===== config.mk =====
export PLATFORM = sky130hd
export DESIGN_NAME = bus_uart
export DESIGN_NICKNAME = d
export VERILOG_FILES = /design/src/rtl/bus_uart_pkg.sv /design/src/rtl/bus_uart_fifo.sv /design/src/rtl/bus_uart.sv
export SDC_FILE = /design/constraint.sdc
export NUM_CORES = 1
export LEC_CHECK = 0
export CAP_MARGIN = 25
export CELL_PAD_IN_SITES_DETAIL_PLACEMENT = 1
export CELL_PAD_IN_SITES_GLOBAL_PLACEMENT = 1
export CORE_UTILIZATION = 53
export DETAILED_ROUTE_END_ITERATION = 8
export GPL_TIMING_DRIVEN = 0
export PLACE_DENSITY_LB_ADDON = 0.1
export SLEW_MARGIN = 20
export SYNTH_ARGS = -nofsm -noshare
export SYNTH_HDL_FRONTEND = slang
export SYNTH_SLANG_ARGS = --single-unit

===== constraint.sdc =====
create_clock -name clk -period 5.2 [get_ports clk]
set_input_delay 1.56 -clock clk [delete_from_list [all_inputs] [get_ports clk]]
set_output_delay 1.56 -clock clk [all_outputs]
set_load 0.02 [all_outputs]

===== src/rtl/bus_uart_pkg.sv =====
// bus_uart_pkg: shared definitions for the bus_uart peripheral.
//   - register offsets within the 8-byte window (addr[2:0])
//   - STATUS and CTRL bit indices, CTRL reset value
//   - bus handshake state enum and serial (TX/RX) state enum
package bus_uart_pkg;

  localparam int DATA_W = 8;

  localparam logic [2:0] REG_DATA   = 3'd0;
  localparam logic [2:0] REG_STATUS = 3'd1;
  localparam logic [2:0] REG_DIV_LO = 3'd2;
  localparam logic [2:0] REG_DIV_HI = 3'd3;
  localparam logic [2:0] REG_CTRL   = 3'd4;

  localparam int ST_TX_FULL    = 0;
  localparam int ST_TX_EMPTY   = 1;
  localparam int ST_RX_AVAIL   = 2;
  localparam int ST_RX_OVERRUN = 3;
  localparam int ST_TX_BUSY    = 4;
  localparam int ST_FRAME_ERR  = 5;

  localparam int CTRL_TX_EN     = 0;
  localparam int CTRL_RX_EN     = 1;
  localparam int CTRL_IRQ_RX_EN = 2;
  localparam int CTRL_IRQ_TX_EN = 3;

  localparam logic [3:0] CTRL_RESET = 4'b0011;

  typedef enum logic {
    BUS_IDLE,
    BUS_ACK
  } bus_state_e;

  typedef enum logic [1:0] {
    SER_IDLE,
    SER_START,
    SER_DATA,
    SER_STOP
  } ser_state_e;

endpackage


===== src/rtl/bus_uart_fifo.sv =====
// bus_uart_fifo: small synchronous show-ahead FIFO.
// Ports:
//   clk, rstb      clock, asynchronous active-low reset (empties the FIFO)
//   push, din      write request and data; ignored when full unless a pop
//                  happens on the same edge
//   pop            read request; ignored when empty
//   dout           head entry (valid while !empty)
//   full, empty    occupancy flags
// DEPTH must be a power of two so the pointers wrap naturally.
module bus_uart_fifo #(
  parameter int DEPTH  = 4,
  parameter int DATA_W = 8
) (
  input  logic              clk,
  input  logic              rstb,
  input  logic              push,
  input  logic              pop,
  input  logic [DATA_W-1:0] din,
  output logic [DATA_W-1:0] dout,
  output logic              full,
  output logic              empty
);

  localparam int AW = (DEPTH > 1) ? $clog2(DEPTH) : 1;

  logic [DATA_W-1:0] mem [DEPTH];
  logic [AW-1:0]     wr_ptr;
  logic [AW-1:0]     rd_ptr;
  logic [AW:0]       count;
  logic              push_ok;
  logic              pop_ok;

  assign empty   = (count == '0);
  assign full    = (count == (AW+1)'(DEPTH));
  assign pop_ok  = pop & ~empty;
  // When full, a simultaneous pop frees the head slot, which is exactly
  // the slot wr_ptr points at, so the push can proceed.
  assign push_ok = push & (~full | pop_ok);
  assign dout    = mem[rd_ptr];

  always_ff @(posedge clk or negedge rstb) begin
    if (!rstb) begin
      wr_ptr <= '0;
      rd_ptr <= '0;
      count  <= '0;
    end else begin
      if (push_ok) wr_ptr <= wr_ptr + AW'(1);
      if (pop_ok)  rd_ptr <= rd_ptr + AW'(1);
      case ({push_ok, pop_ok})
        2'b10:   count <= count + (AW+1)'(1);
        2'b01:   count <= count - (AW+1)'(1);
        default: count <= count;
      endcase
    end
  end

  always_ff @(posedge clk) begin
    if (push_ok) mem[wr_ptr] <= din;
  end

endmodule


===== src/rtl/bus_uart.sv =====
// bus_uart: memory-mapped 8N1 UART on the CPU byte bus.
// Parameters: BASE (window base, 8-byte window), CLK_DIV (reset divisor,
//   bit time = DIV+1 clocks), FIFO_DEPTH (entries per TX/RX FIFO).
// Ports:
//   clk, rstb           clock, asynchronous active-low reset
//   valid, write, addr, wdata   four-phase CPU request
//   ready, rdata        acknowledge and read data (rdata held until next read)
//   txd                 serial out, idle high
//   rxd                 serial in, asynchronous to clk
//   irq                 level interrupt
// Registers (addr[2:0]): 0 DATA, 1 STATUS, 2 DIV_LO, 3 DIV_HI, 4 CTRL.
// Build option: define BUS_UART_IRQ_EN to include the interrupt logic and
//   CTRL bits 2/3; otherwise irq is tied low and those bits read 0.
module bus_uart
  import bus_uart_pkg::*;
#(
  parameter logic [15:0] BASE       = 16'h1010,
  parameter logic [15:0] CLK_DIV    = 16'd103,
  parameter int          FIFO_DEPTH = 4
) (
  input  logic              clk,
  input  logic              rstb,
  input  logic              valid,
  input  logic              write,
  input  logic [15:0]       addr,
  input  logic [DATA_W-1:0] wdata,
  output logic              ready,
  output logic [DATA_W-1:0] rdata,
  output logic              txd,
  input  logic              rxd,
  output logic              irq
);

  // ---------------------------------------------------------------- bus
  bus_state_e        bus_state, bus_next;
  logic              hit;
  logic [2:0]        off;
  logic              access, wr_acc, rd_acc;
  logic [DATA_W-1:0] rd_val;
  logic [DATA_W-1:0] status;

  logic [15:0]       div_reg;
  logic [3:0]        ctrl;
  logic              rx_overrun, frame_err;

  // TX side
  ser_state_e        tx_state, tx_next;
  logic [15:0]       tx_cnt;
  logic [2:0]        tx_idx;
  logic [DATA_W-1:0] tx_shift;
  logic              tx_tick, tx_start, txd_nxt, tx_busy;
  logic              tx_push;
  logic [DATA_W-1:0] tx_dout;
  logic              tx_full, tx_empty;

  // RX side
  ser_state_e        rx_state, rx_next;
  logic [15:0]       rx_cnt;
  logic [2:0]        rx_idx;
  logic [DATA_W-1:0] rx_shift;
  logic              rx_s1, rx_s2, rx_prev;
  logic              rx_tick, rx_fall, rx_stop, rx_good;
  logic              rx_vld_p1;
  logic              rx_pop, rx_pop_ok;
  logic [DATA_W-1:0] rx_dout;
  logic              rx_full, rx_empty, rx_avail;
  logic              ovr_set, fe_set;

  assign hit    = (addr[15:3] == BASE[15:3]);
  assign off    = addr[2:0];
  assign access = (bus_state == BUS_IDLE) & valid & hit;
  assign wr_acc = access & write;
  assign rd_acc = access & ~write;

  always_ff @(posedge clk or negedge rstb) begin
    if (!rstb) bus_state <= BUS_IDLE;
    else       bus_state <= bus_next;
  end

  always_comb begin
    bus_next = bus_state;
    case (bus_state)
      BUS_IDLE: if (valid && hit) bus_next = BUS_ACK;
      BUS_ACK:  if (!valid)       bus_next = BUS_IDLE;
      default:  bus_next = BUS_IDLE;
    endcase
  end

  always_comb begin
    ready = (bus_state == BUS_ACK);
  end

  always_comb begin
    status                = '0;
    status[ST_TX_FULL]    = tx_full;
    status[ST_TX_EMPTY]   = tx_empty;
    status[ST_RX_AVAIL]   = rx_avail;
    status[ST_RX_OVERRUN] = rx_overrun;
    status[ST_TX_BUSY]    = tx_busy;
    status[ST_FRAME_ERR]  = frame_err;
  end

  always_comb begin
    rd_val = '0;
    case (off)
      REG_DATA:   rd_val = rx_empty ? '0 : rx_dout;
      REG_STATUS: rd_val = status;
      REG_DIV_LO: rd_val = div_reg[7:0];
      REG_DIV_HI: rd_val = div_reg[15:8];
      REG_CTRL:   rd_val = {4'b0000, ctrl};
      default:    rd_val = '0;
    endcase
  end

  // Register file and sticky flags; set events win over a same-edge clear.
  always_ff @(posedge clk or negedge rstb) begin
    if (!rstb) begin
      rdata      <= '0;
      div_reg    <= CLK_DIV;
      ctrl       <= CTRL_RESET;
      rx_overrun <= 1'b0;
      frame_err  <= 1'b0;
    end else begin
      if (rd_acc) rdata <= rd_val;
      if (wr_acc) begin
        case (off)
          REG_STATUS: begin
            if (wdata[ST_RX_OVERRUN]) rx_overrun <= 1'b0;
            if (wdata[ST_FRAME_ERR])  frame_err  <= 1'b0;
          end
          REG_DIV_LO: div_reg[7:0]  <= wdata;
          REG_DIV_HI: div_reg[15:8] <= wdata;
`ifdef BUS_UART_IRQ_EN
          REG_CTRL:   ctrl <= wdata[3:0];
`else
          REG_CTRL:   ctrl <= {2'b00, wdata[1:0]};
`endif
          default: ;
        endcase
      end
      if (ovr_set) rx_overrun <= 1'b1;
      if (fe_set)  frame_err  <= 1'b1;
    end
  end

  // ---------------------------------------------------------------- TX
  assign tx_push  = wr_acc & (off == REG_DATA);
  assign tx_tick  = (tx_cnt == '0);
  assign tx_start = (tx_state == SER_IDLE) & ctrl[CTRL_TX_EN] & ~tx_empty;
  assign tx_busy  = (tx_state != SER_IDLE);

  bus_uart_fifo #(.DEPTH(FIFO_DEPTH), .DATA_W(DATA_W)) u_tx_fifo (
    .clk   (clk),
    .rstb  (rstb),
    .push  (tx_push),
    .pop   (tx_start),
    .din   (wdata),
    .dout  (tx_dout),
    .full  (tx_full),
    .empty (tx_empty)
  );

  always_ff @(posedge clk or negedge rstb) begin
    if (!rstb) tx_state <= SER_IDLE;
    else       tx_state <= tx_next;
  end

  always_comb begin
    tx_next = tx_state;
    case (tx_state)
      SER_IDLE:  if (tx_start) tx_next = SER_START;
      SER_START: if (tx_tick) tx_next = SER_DATA;
      SER_DATA:  if (tx_tick && tx_idx == 3'd7) tx_next = SER_STOP;
      SER_STOP:  if (tx_tick) tx_next = SER_IDLE;
      default:   tx_next = SER_IDLE;
    endcase
  end

  always_comb begin
    txd_nxt = 1'b1;
    case (tx_state)
      SER_START: txd_nxt = 1'b0;
      SER_DATA:  txd_nxt = tx_shift[0];
      default:   txd_nxt = 1'b1;
    endcase
  end

  // The bit counter reloads from div_reg at every bit boundary, so a new
  // divisor is picked up at the next boundary.  txd is registered, which
  // puts the start bit two edges after the DATA write.
  always_ff @(posedge clk or negedge rstb) begin
    if (!rstb) begin
      tx_cnt <= '0;
      tx_idx <= '0;
      txd    <= 1'b1;
    end else begin
      txd <= txd_nxt;
      if (tx_state == SER_IDLE) begin
        if (tx_start) tx_cnt <= div_reg;
      end else if (tx_tick) begin
        tx_cnt <= div_reg;
      end else begin
        tx_cnt <= tx_cnt - 16'd1;
      end
      if (tx_state == SER_START)               tx_idx <= '0;
      else if (tx_state == SER_DATA && tx_tick) tx_idx <= tx_idx + 3'd1;
    end
  end

  always_ff @(posedge clk) begin
    if (tx_start)                             tx_shift <= tx_dout;
    else if (tx_state == SER_DATA && tx_tick) tx_shift <= tx_shift >> 1;
  end

  // ---------------------------------------------------------------- RX
  assign rx_tick   = (rx_cnt == '0);
  assign rx_fall   = rx_prev & ~rx_s2;
  assign rx_stop   = (rx_state == SER_STOP) & rx_tick & ctrl[CTRL_RX_EN];
  assign rx_good   = rx_stop & rx_s2;
  assign fe_set    = rx_stop & ~rx_s2;
  assign rx_pop    = rd_acc & (off == REG_DATA);
  assign rx_pop_ok = rx_pop & ~rx_empty;
  assign ovr_set   = rx_vld_p1 & rx_full & ~rx_pop_ok;
  assign rx_avail  = ~rx_empty;

  bus_uart_fifo #(.DEPTH(FIFO_DEPTH), .DATA_W(DATA_W)) u_rx_fifo (
    .clk   (clk),
    .rstb  (rstb),
    .push  (rx_vld_p1),
    .pop   (rx_pop),
    .din   (rx_shift),
    .dout  (rx_dout),
    .full  (rx_full),
    .empty (rx_empty)
  );

  always_ff @(posedge clk or negedge rstb) begin
    if (!rstb) rx_state <= SER_IDLE;
    else       rx_state <= rx_next;
  end

  always_comb begin
    rx_next = rx_state;
    if (!ctrl[CTRL_RX_EN]) begin
      rx_next = SER_IDLE;
    end else begin
      case (rx_state)
        SER_IDLE:  if (rx_fall) rx_next = SER_START;
        SER_START: if (rx_tick) rx_next = rx_s2 ? SER_IDLE : SER_DATA;
        SER_DATA:  if (rx_tick && rx_idx == 3'd7) rx_next = SER_STOP;
        SER_STOP:  if (rx_tick) rx_next = SER_IDLE;
        default:   rx_next = SER_IDLE;
      endcase
    end
  end

  // Synchronizer, half-bit arm for the start sample, and the one-cycle
  // delayed push so rx_avail rises on the edge after the stop sample.
  always_ff @(posedge clk or negedge rstb) begin
    if (!rstb) begin
      rx_s1     <= 1'b1;
      rx_s2     <= 1'b1;
      rx_prev   <= 1'b1;
      rx_cnt    <= '0;
      rx_idx    <= '0;
      rx_vld_p1 <= 1'b0;
    end else begin
      rx_s1     <= rxd;
      rx_s2     <= rx_s1;
      rx_prev   <= rx_s2;
      rx_vld_p1 <= rx_good;
      if (rx_state == SER_IDLE) begin
        if (rx_fall) rx_cnt <= div_reg >> 1;
      end else if (rx_tick) begin
        rx_cnt <= div_reg;
      end else begin
        rx_cnt <= rx_cnt - 16'd1;
      end
      if (rx_state == SER_START)               rx_idx <= '0;
      else if (rx_state == SER_DATA && rx_tick) rx_idx <= rx_idx + 3'd1;
    end
  end

  always_ff @(posedge clk) begin
    if (rx_state == SER_DATA && rx_tick) rx_shift <= {rx_s2, rx_shift[DATA_W-1:1]};
  end

  // ---------------------------------------------------------------- irq
`ifdef BUS_UART_IRQ_EN
  assign irq = (ctrl[CTRL_IRQ_RX_EN] & rx_avail) |
               (ctrl[CTRL_IRQ_TX_EN] & tx_empty & ~tx_busy);
`else
  assign irq = 1'b0;
`endif

endmodule


**Word-level counts from Yosys, hierarchy flattened**

Memory sizes are Yosys's and may differ from the RTL's.
Index checks and enable logic that the tools add are counted.

- Flip-flop bits (word level): 106
- RAM bits: 64
- Bits of input ports: 29
- Output and inout bits: 11
- Logic and storage cells: 172
- Memories: 2

Memories:

| memory | words | bits a word | rd ports | clocked after Yosys merged registers in | write ports | line | source |
|---|---|---|---|---|---|---|---|
| u_rx_fifo.mem | 4 | 8 | 1 | 0 | 1 | bus_uart_fifo.sv:26 | `logic [DATA_W-1:0] mem [DEPTH];` |
| u_tx_fifo.mem | 4 | 8 | 1 | 0 | 1 | bus_uart_fifo.sv:26 |  |

- $add $sub $neg: 12
- Eq/ne operators: 28
- Muxes and demuxes: 44
- Bitwise operators: 29
- Reduce and logical (&&, ||, !) cells: 31

Operator list:

| kind | number |
|---|---|
| 16-bit 2-to-1 mux | 6 |
| 8-bit one-hot mux with 5 select lines | 1 |
| 16-bit logical NOT | 2 |
| 16-bit by 1-bit subtractor with 16-bit output (second input constant) | 2 |
| 8-bit 2-to-1 mux | 3 |
| 2-bit nonzero test | 12 |
| 2-bit 2-to-1 mux | 10 |
| 1-bit bitwise AND | 19 |
| 2-bit one-hot mux with 4 select lines | 2 |
| 3-bit == test (second input constant) | 5 |
| 1-bit 2-to-1 mux | 14 |
| 13-bit by 10-bit == test with 1-bit output (second input constant) | 1 |
| 3-bit by 1-bit adder with 3-bit output (second input constant) | 4 |
| 2-bit == test (second input constant) | 6 |
| 3-bit 2-to-1 mux | 4 |
| 3-bit inequality test (second input constant) | 4 |
| 3-bit one-hot mux with 2 select lines | 2 |
| 3-bit logical NOT | 3 |
| 2-bit by 1-bit adder with 2-bit output (second input constant) | 4 |
| 2-bit by 1-bit == test with 1-bit output (second input constant) | 4 |
| 2-bit inequality test (second input constant) | 4 |
| 1-bit inverter | 8 |
| 4-bit AND reduction | 2 |
| 3-bit by 2-bit == test with 1-bit output (second input constant) | 2 |
| 9 further kinds | 20 |

**Logic depth before layout (Yosys ltp)**

Gate-level depths: netlist (run 1).

- Depth after elaboration: 10
- Mapped depth: 10
- Mapped depth without buffers: 9

**Cells and area by module**

Synthesis (run 1) repeated with hierarchy kept, for this count alone.

- Cells, all modules: 684
- Area, all modules: 8,314.2 µm²

By module, submodules not included:

| module | times used | cells an instance | area each (µm²) | seq. area each (µm²) |
|---|---|---|---|---|
| bus_uart | 1 | 510 | 5,057.4 | 2,396.0 |
| bus_uart_fifo at u_rx_fifo | 1 | 94 | 1,669.1 | 1,136.1 |
| bus_uart_fifo at u_tx_fifo | 1 | 80 | 1,587.8 | 1,136.1 |

**Worst setup path before layout (run 1)**

No wires, ideal clock.

- Path kind: input to register
- Start: in addr[0]
- End: mem u_rx_fifo.mem[0][0] (enable)
- Library setup time: 0.332 ns
- Data arrival time: 3.099 ns
- Required time: 4.868 ns
- Slack: 1.770 ns
- Stages: 5
- Buffers on the path: 1
- Path through: clkbuf_1 -> or3_1 -> or3_1 -> o2bb2ai_1 -> and2_1

- Longest elaborated chain between the ends: 7

Ends and longest elaborated chain:

| element | line | source |
|---|---|---|
| from (decl) | bus_uart.sv:25 | `input logic [15:0] addr,` |
| 3-bit logical NOT | bus_uart.sv:221 | `assign rx_pop = rd_acc & (off == REG_DATA);` |
| 1-bit bitwise AND | bus_uart.sv:221 |  |
| 1-bit bitwise AND | bus_uart_fifo.sv:35 | `assign pop_ok = pop & ~empty;` |
| 1-bit bitwise OR | bus_uart_fifo.sv:38 | `assign push_ok = push & (~full \| pop_ok);` |
| 1-bit bitwise AND | bus_uart_fifo.sv:38 |  |
| 1-bit 2-to-1 mux | bus_uart_fifo.sv:58 | `if (push_ok) mem[wr_ptr] <= din;` |
| 1-bit 2-to-1 mux (implied by the code) | bus_uart_fifo.sv:58 |  |
| to (decl) | bus_uart_fifo.sv:26 |  |

No other way between the ends.

**Final worst setup path (run 1)**

- Start: in addr[1]
- End: mem u_rx_fifo.mem[3][7] (enable)

Same word-level chain as after synthesis.

==> flow_summary.ini, run 1 <==
[routing]
vias_per_cell = 6.278
vias = 5933
ant_nets = 0
drt_first_pass_iters = 4
drt_iter0_drc = 324
wire_per_inst_um = 23.43
drc_errors = 0
wirelength_um = 22140

[worst_hold_path]
worstHoldPathType = reg -> reg

[setup_path]
critPathLaunchType = primary input
timing_worst_setup_path_type = in -> reg
critPathArrivalTime_ns = 4.02
worstPathMaxFanout = 9
required_ns = 5.27
critPathCaptureType = register

[placement]
dp_hpwl_um = 14980
portBuffers = 37
place.gp.congestion = 0.8358

[grt]
grt_antenna_before_repair = 0
grt_overflow = 0
first_global_vias = 6402
grt_max_degree = 55
grt_util_all_layers = 0.2933
grt_pass1_wl_um = 35520

[timing]
finalHoldViolations = 0
finalCritPeriodShare = 0.7591
min_period_ns = 3.947
slew_viol_final = 0
final.setup_skew_ns = 0.005975
fin_hold_ws_ns = 0.3638
tightest_slew_ns = 1.025
rsz0062_at_grt = false
final-setup-viol-count = 0
fmax_mhz = 253.3
slew_headroom = 0.3153

[yosys]
netlist_area_um2 = 8253
yosys-top-cells-count = edfxtp_1 (80), dfrtp_1 (79), nand2_1 (68), o21ai_0 (45), nor2_1 (33)
ys_seq_elements = 170
async_reset_ff_frac = 0.5294
synthFlopType = edfxtp_1
yosysWarnings = 0
synthTopCellsByArea = edfxtp_1 (29%), dfrtp_1 (24%), mux4_2 (4.4%), mux2_2 (3.7%), dfstp_2 (3.5%)
yosysTopAreaCell = edfxtp_1
synth_top_cell_area_share = 0.2911
syn_inst = 687
synth_edf_count = 80
synth_nets = 739
ys_seq_area_frac = 0.5656
synth.distinct_cells = 65
avgSynthCellArea_um2 = 12.01
yosysMostFrequentCell = edfxtp_1

[clocking]
post_cts_buffers = 0
cts_buffer_depth = 2
postCtsHoldBufs = 0
numClockSinks = 170
htreeDepth = 4
tritoncts = done
clk_latency_ns = 0.43
clkTransAtPathRegs_ns = 0.07
cts_resized = 0
root_buffer = clkbuf_16
cts_inserted_buffers = 17

[flow_run]
cap_violations = 0

[die]
core_um2 = 15200
die-width_um = 126.8
fp.dieH_um = 126.8
die_area_um2 = 16070
rows = 45
start_util = 0.5429
ioPinCount = 40

[layout]
top_regs = u_rx_fifo.mem x32, u_tx_fifo.mem x32
final_nets = 796
multi_input_area_um2 = 3347
fill_cells = 1533
ff_latch_area_um2 = 4668
area_delta_synth_final_pct = 14.54
antenna_cells = 0
drive_gt1_frac = 0.1400

[power_and_ir_drop]
power_w = 0.003489
peakVddDrop_uv = 268.4
power_density_nw_per_um2 = 369.1
cellLeakagePower_nw = 3.706

[outcome]
status = completed
per-layer routing:
metal / vias to the layer above / track usage / part of all wire
li1: 2678 / - / -
met1: 3054 / 0.3635 / 0.42
met2: 147 / 0.5125 / 0.52
met3: 54 / 0.05146 / 0.031
met4: 0 / 0.1169 / 0.031
met5: - / 0 / 0
path summary, 6_finish.rpt:
path / start / depth (start not counted) / slack (ns) / to
hold reg to reg: rx_s1 / 0 / 0.36 / rx_s2
hold / removal: rx_s1 / 0 / 0.36 / rx_s2
min in group asynchronous: rstb / 1 / 1.03 / u_tx_fifo.rd_ptr[1]
setup / recovery: addr[1] / 5 / 1.25 / u_rx_fifo.mem[3][7]
max in group asynchronous: rstb / 2 / 3.49 / txd
setup reg to reg: tx_cnt[2] / 5 / 2.30 / tx_cnt[2]
layout by cell type, fill, tap and decap left out, drive strengths merged, types with 21 or more instances in the layout:
cell type and instances:
clkbuf 45, clkdlybuf4s50 36, dfrtp 79, edfxtp 80, ha 21, inv 30, mux2 27, nand2 68
nor2 34, nor3 24, o21ai 45
worst max-delay path: stages:
cell	delay (ns)
clkdlybuf4s50_1	0.53
or3_1	0.49
or3_1	0.33
o2bb2ai_1	0.56
and2_1	0.54
metrics by stage:
step | TNS (ns) | worst slack [ns] | area, um^2 | instances | utilization
4_1_cts | 0 | 1.203 | 9453 | 945 | 0.6218
5_1_grt | 0 | 0.9028 | 9453 | 945 | 0.6218
3_5_place_dp | 0 | 0.7439 | 8887 | 913 | 0.5846
6_report | 0 | 1.253 | 9453 | 945 | 0.6218
3_3_place_gp | -70.84 | -0.9020 | 8859 | 912 | 0.5827
2_1_floorplan | 0 | 1.770 | 8253 | 687 | -
power breakdown:
part	total, W	internal, W	leakage, nW	switching [W]
Clock	0.00123	0.000668	0.270	0.000566
Sequential	0.00155	0.00148	1.88	0.0000765
Combinational	0.000701	0.000265	1.56	0.000437
cell type report:
| type | instances | share of cell area |
|---|---|---|
| Sequential cell | 170 | 0.4938 |
| Multi-Input combinational cell | 458 | 0.3541 |
| Clock buffer | 17 | 0.04500 |
| Timing Repair Buffer | 38 | 0.04222 |
| Tap cell | 188 | 0.02488 |
| Buffer | 35 | 0.01562 |
| Clock inverter | 15 | 0.01482 |
| Inverter | 24 | 0.009530 |
kinds of logic (layout without fill, tap and decap cells):
family,Yosys count,after routing,synth area share
adders and majority gates,23,23,0.03669
AOI/OAI and AO/OA,129,129,0.1031
other,1,1,0.0004544
DFF,170,170,0.5656
buffers and inverters,59,129,0.02881
muxes,63,63,0.1048
and+or+nand+nor,224,224,0.1415
xor gates and xnor gates,18,18,0.01910
No activity file was read; power rests on OpenSTA's default activity.
==> inputs of run 2 (changes only) <==
--- a/config.mk
+++ b/config.mk
@@ -8,7 +8,7 @@
 export CAP_MARGIN = 25
 export CELL_PAD_IN_SITES_DETAIL_PLACEMENT = 1
 export CELL_PAD_IN_SITES_GLOBAL_PLACEMENT = 1
-export CORE_UTILIZATION = 53
+export CORE_UTILIZATION = 45
 export DETAILED_ROUTE_END_ITERATION = 8
 export GPL_TIMING_DRIVEN = 0
 export PLACE_DENSITY_LB_ADDON = 0.1
==> constraint.sdc (replaced) <==
create_clock -name clk -period 3.25 [get_ports clk]
set_input_delay 0.975 -clock clk [delete_from_list [all_inputs] [get_ports clk]]
set_output_delay 0.975 -clock clk [all_outputs]
set_load 0.02 [all_outputs]
==> run 2 against run 1 <==
- critical path depth increased by 5
- routed wire length is 6.1% lower
- final area rose by 0.90%
- die area increased by 17%
- largest cell class unchanged
- largest power group unchanged
==> flow_summary.ini, run 2 (synthesis results as in run 1) <==
[grt]
grt_antenna_before_repair = 0
grt_pass1_wl_um = 33910
grt_max_degree = 69
grt_util_all_layers = 0.2422
grt_overflow = 0
first_global_vias = 6293

[routing]
drc_errors = 0
ant_nets = 0
vias = 5718
drt_iter0_drc = 310
drt_first_pass_iters = 4
wire_per_inst_um = 21.05
vias_per_cell = 5.793
wirelength_um = 20780

[worst_hold_path]
worstHoldPathType = reg -> reg

[timing]
finalHoldViolations = 0
fmax_mhz = 327.1
rsz0062_at_grt = false
final-setup-viol-count = 0
min_period_ns = 3.057
slew_viol_final = 0
slew_headroom = 0.3375
tightest_slew_ns = 0.9916
fin_setup_tns_ns = 0
final.setup_skew_ns = 0.01233
finalCritPeriodShare = 0.9408

[layout]
final_nets = 797
final_common_cell = edfxtp_1
stdcell_count = 987
final_cell_mix = edfxtp_1 (80), dfrtp_1 (79), nand2_1 (68)
top_regs = u_rx_fifo.mem x32, u_tx_fifo.mem x32
drive_gt1_frac = 0.1530
antenna_cells = 0
fin_area_um2 = 9538
area_delta_synth_final_pct = 15.57

[setup_path]
worstPathMaxFanout = 3
required_ns = 3.61
critPathLaunchType = primary input
critPathCaptureType = register
critPathArrivalTime_ns = 3.42
timing_worst_setup_path_type = in -> reg

[die]
fp.dieH_um = 137.4
die-width_um = 137.4
rows = 49
core_um2 = 17960
start_util = 0.4594
die_area_um2 = 18890
ioPinCount = 40

[clocking]
cts_inserted_buffers = 17
cts_buffer_depth = 2
postCtsHoldBufs = 0
root_buffer = clkbuf_16
clk_latency_ns = 0.45
clkTransAtPathRegs_ns = 0.07
htreeDepth = 4
tritoncts = done
numClockSinks = 170

[placement]
portBuffers = 37
placed_cells = 954
post_dp_cell_area_um2 = 8939
dp_hpwl_um = 14640
place.gp.congestion = 0.8068

[power_and_ir_drop]
peakVddDrop_uv = 386.8
switching_share = 0.3127
power_density_nw_per_um2 = 579.3
intPower_w = 0.003797
clock_power_share = 0.353
power_frac_comb = 0.198
cellLeakagePower_nw = 3.727
p_sw_w = 0.001728
seqPwrFrac = 0.449

[outcome]
status = completed

[flow_run]
cap_violations = 0
## run 2: through the flow
stage	total power (W)	worst slack, ns	hold WS [ns]	util
after floorplan	0.003248	0.4046	0.3452	-
after global placement	0.003544	-2.367	0.3478	0.4960
after detailed placement	0.003607	-0.5599	0.3468	0.4976
after CTS	0.005572	0.008663	0.3630	0.5294
after global routing	0.005779	0.03402	0.3732	0.5310
final	0.005525	0.1925	0.3609	0.5310
## run 2: what timing repair did
| action | in CTS | in global routing |
|---|---|---|
| gates resized for setup | 1 | 7 |
| endpoints found under the setup margin | 32 | 81 |
| buffers inserted | 0 | 1 |
| cloned | 0 | 0 |
| pin swaps | 0 | 1 |
## run 2: final cells by class
cell class              count  area, um^2
clock inverters            15       138.9
well taps                 229       286.5
multi-input cells         458        3374
inverters                  24       90.09
flip-flops and latches    170        4668
fillers                  1858        8426
repair buffers             39       406.6
clock buffers              17       425.4
plain buffers              35       147.6
## run 2: worst paths after layout
kind	cells after the start	startpoint	to	slack, ns
worst min register to register	0	rx_s1	rx_s2	0.36
min in group asynchronous	1	rstb	u_tx_fifo.rd_ptr[0]	0.37
worst min-delay path	0	rx_s1	rx_s2	0.36
worst max-delay path	10	addr[3]	u_rx_fifo.count[2]	0.19
max in group asynchronous	2	rstb	rx_prev	2.18
worst max register to register	5	tx_cnt[2]	tx_cnt[12]	0.38
## run 2: per-layer routing
layer  global-route usage  vias up  part of all wire
li1                     -     2674                 -
met1               0.3025     2921              0.44
met2               0.4107       85              0.50
met3              0.04783       38             0.027
met4              0.09768        0             0.026
met5                    0        -                 0
## run 2: power groups by stage
| stage | registers (W) | logic, W | clock network [W] |
|---|---|---|---|
| floorplan | 0.00250 | 0.000752 | 0 |
| global placement | 0.00251 | 0.00103 | 0 |
| detailed placement | 0.00252 | 0.00109 | 0 |
| CTS | 0.00248 | 0.00110 | 0.00200 |
| global route | 0.00250 | 0.00121 | 0.00207 |
| finish | 0.00248 | 0.00109 | 0.00195 |
## run 2: critical path, stage by stage
cell,delay (ns)
clkdlybuf4s50_1,0.45
nor4b_1,0.43
nand4_1,0.24
nor4_2,0.35
inv_1,0.10
fa_1,0.42
inv_1,0.09
nand2_1,0.06
a2bb2oi_1,0.14
o22ai_1,0.15
==> inputs of run 3 (changes only) <==
--- a/config.mk
+++ b/config.mk
@@ -7,8 +7,8 @@
 export LEC_CHECK = 0
 export CAP_MARGIN = 25
 export CELL_PAD_IN_SITES_DETAIL_PLACEMENT = 1
-export CELL_PAD_IN_SITES_GLOBAL_PLACEMENT = 1
-export CORE_UTILIZATION = 45
+export CELL_PAD_IN_SITES_GLOBAL_PLACEMENT = 2
+export CORE_UTILIZATION = 38
 export DETAILED_ROUTE_END_ITERATION = 8
 export GPL_TIMING_DRIVEN = 0
 export PLACE_DENSITY_LB_ADDON = 0.1
@@ -16,3 +16,4 @@
 export SYNTH_ARGS = -nofsm -noshare
 export SYNTH_HDL_FRONTEND = slang
 export SYNTH_SLANG_ARGS = --single-unit
+export TNS_END_PERCENT = 5
==> run 3 against run 2 <==
- global-route usage decreased by 2.9 points
- worst hold slack improved by 0.0017 ns
- die area increased by 18%
- clock skew increased by 0.0041 ns
- via count decreased by 0.19%
- register-to-register slack improved by 0.13 ns
- count of clock-buffer cells in the layout increased by 4
- non-clock buffer count increased by 3
- combinational power about the same
- clock power about the same
- final cell count increased by 5.0%
- flip-flop and latch count unchanged
- critical endpoint is now div_reg[14]
==> flow_summary.ini, run 3 (synthesis results as in run 1) <==
[outcome]
status = completed

[setup_path]
critPathCaptureType = register
required_ns = 3.55
rrSetupSlack_ns = 0.51
rr_worst_depth = 6
critPathLaunchType = primary input
r2r_start = rx_cnt[3]
r2r-end = rx_shift[6]
critPathArrivalTime_ns = 3.32
worstPathMaxFanout = 8
timing_worst_setup_path_type = in -> reg

[routing]
vias_per_cell = 5.509
drt_iter0_drc = 290
ant_nets = 0
wire_per_inst_um = 20.94
vias = 5707
wirelength_um = 21700
drc_errors = 0
drt_first_pass_iters = 5

[die]
ioPinCount = 40
rows = 53
core_um2 = 21150
die-width_um = 149.4
die_area_um2 = 22310
fp.dieH_um = 149.4
start_util = 0.3901

[placement]
dp_hpwl_um = 15100
place.gp.congestion = 0.7837
portBuffers = 37

[timing]
final.setup_skew_ns = 0.01643
fin_setup_tns_ns = 0
tightest_slew_ns = 0.7871
final-setup-viol-count = 0
finalHoldViolations = 0
finalCritPeriodShare = 0.9283
fin_hold_ws_ns = 0.3625
rsz0062_at_grt = false
fmax_mhz = 331.5
slew_headroom = 0.4712
slew_viol_final = 0
min_period_ns = 3.017

[clocking]
root_buffer = clkbuf_16
clk_latency_ns = 0.43
cts_buffer_depth = 2
numClockSinks = 170
clkTransAtPathRegs_ns = 0.06
cts_inserted_buffers = 17
htreeDepth = 4
tritoncts = done
postCtsHoldBufs = 0

[power_and_ir_drop]
power_density_nw_per_um2 = 578.9
cellLeakagePower_nw = 3.739
power_w = 0.005574
peakVddDrop_uv = 339.4

[layout]
fill_cells = 2203
area_delta_synth_final_pct = 16.66
ff_latch_area_um2 = 4668
top_regs = u_rx_fifo.mem x32, u_tx_fifo.mem x32
multi_input_area_um2 = 3387
final_nets = 800
final_common_cell = edfxtp_1
antenna_cells = 0
drive_gt1_frac = 0.1577
final_cell_mix = edfxtp_1 (80), dfrtp_1 (79), nand2_1 (68)

[worst_hold_path]
holdPathEnd = rx_s2
worstHoldPathType = reg -> reg
min_path_cells = 0
min_from = rx_s1

[grt]
grt_antenna_before_repair = 0
grt_pass1_wl_um = 35850
grt_overflow = 0
first_global_vias = 6409
grt_max_degree = 52
grt_util_all_layers = 0.2134

[flow_run]
cap_violations = 0
run 3: changes by cell type in the layout (fill, tap and decap cells not counted), sizes merged:
cell	change
clkbuf	+6
buf	+1
inv	-2
clkinvlp	+1
clkinv	-3
run 3: what timing repair did:
item / CTS / global route
pin swaps: 0 / 1
buffers inserted: 0 / 2
gates resized for setup: 3 / 7
setup endpoints to repair: 56 / 38
cloned: 0 / 0
run 3: layer usage:
metal	global-route usage	up-vias	share of wire
met3	0.02905	23	0.024
met4	0.07194	0	0.019
li1	-	2679	-
met2	0.3697	74	0.51
met5	0	-	0
met1	0.2730	2931	0.45
run 3: area by class of cell:
type,instances,area share
inverters,24,0.009357
well taps,275,0.03574
flip-flops and latches,170,0.4849
clock buffers,21,0.04899
clock inverters,11,0.01066
plain buffers,35,0.01533
repair buffers,42,0.04327
multi-input cells,458,0.3518
run 3: worst max-delay path: stages:
cell	delay, ns
clkdlybuf4s50_1	0.45
nor4b_1	0.35
nand4_1	0.13
buf_4	0.18
nor3b_2	0.25
and3_1	0.19
clkbuf_1	0.39
mux2_2	0.40
run 3: how the worst max path moves through the flow:
stage / start / to / slack, ns / cells after the start
after CTS: addr[14] / div_reg[14] / 0.03 / 7
after floorplan: addr[0] / u_rx_fifo.mem[0][0] / 0.40 / 5
after global routing: addr[2] / u_rx_fifo.count[2] / 0.05 / 11
final: addr[14] / div_reg[14] / 0.23 / 8
after global placement: rstb / rx_cnt[15] / -2.52 / 1
after detailed placement: addr[1] / u_rx_fifo.mem[3][6] / -0.59 / 5
run 3: power by group:
part | internal, W | leakage [nW] | switching, W
clock network | 0.00107 | 0.279 | 0.000905
logic | 0.000431 | 1.58 | 0.000684
registers | 0.00236 | 1.88 | 0.000121
total | 0.00386 | 3.74 | 0.00171
run 3: metrics by stage:
stage	worst slack [ns]	cell area [um^2]	util	std cells
2_1_floorplan	0.4046	8253	-	687
3_3_place_gp	-2.523	8967	0.4239	999
3_5_place_dp	-0.5887	8989	0.4249	1000
4_1_cts	0.03123	9579	0.4528	1032
5_1_grt	0.04514	9628	0.4551	1036
6_report	0.2331	9628	0.4551	1036
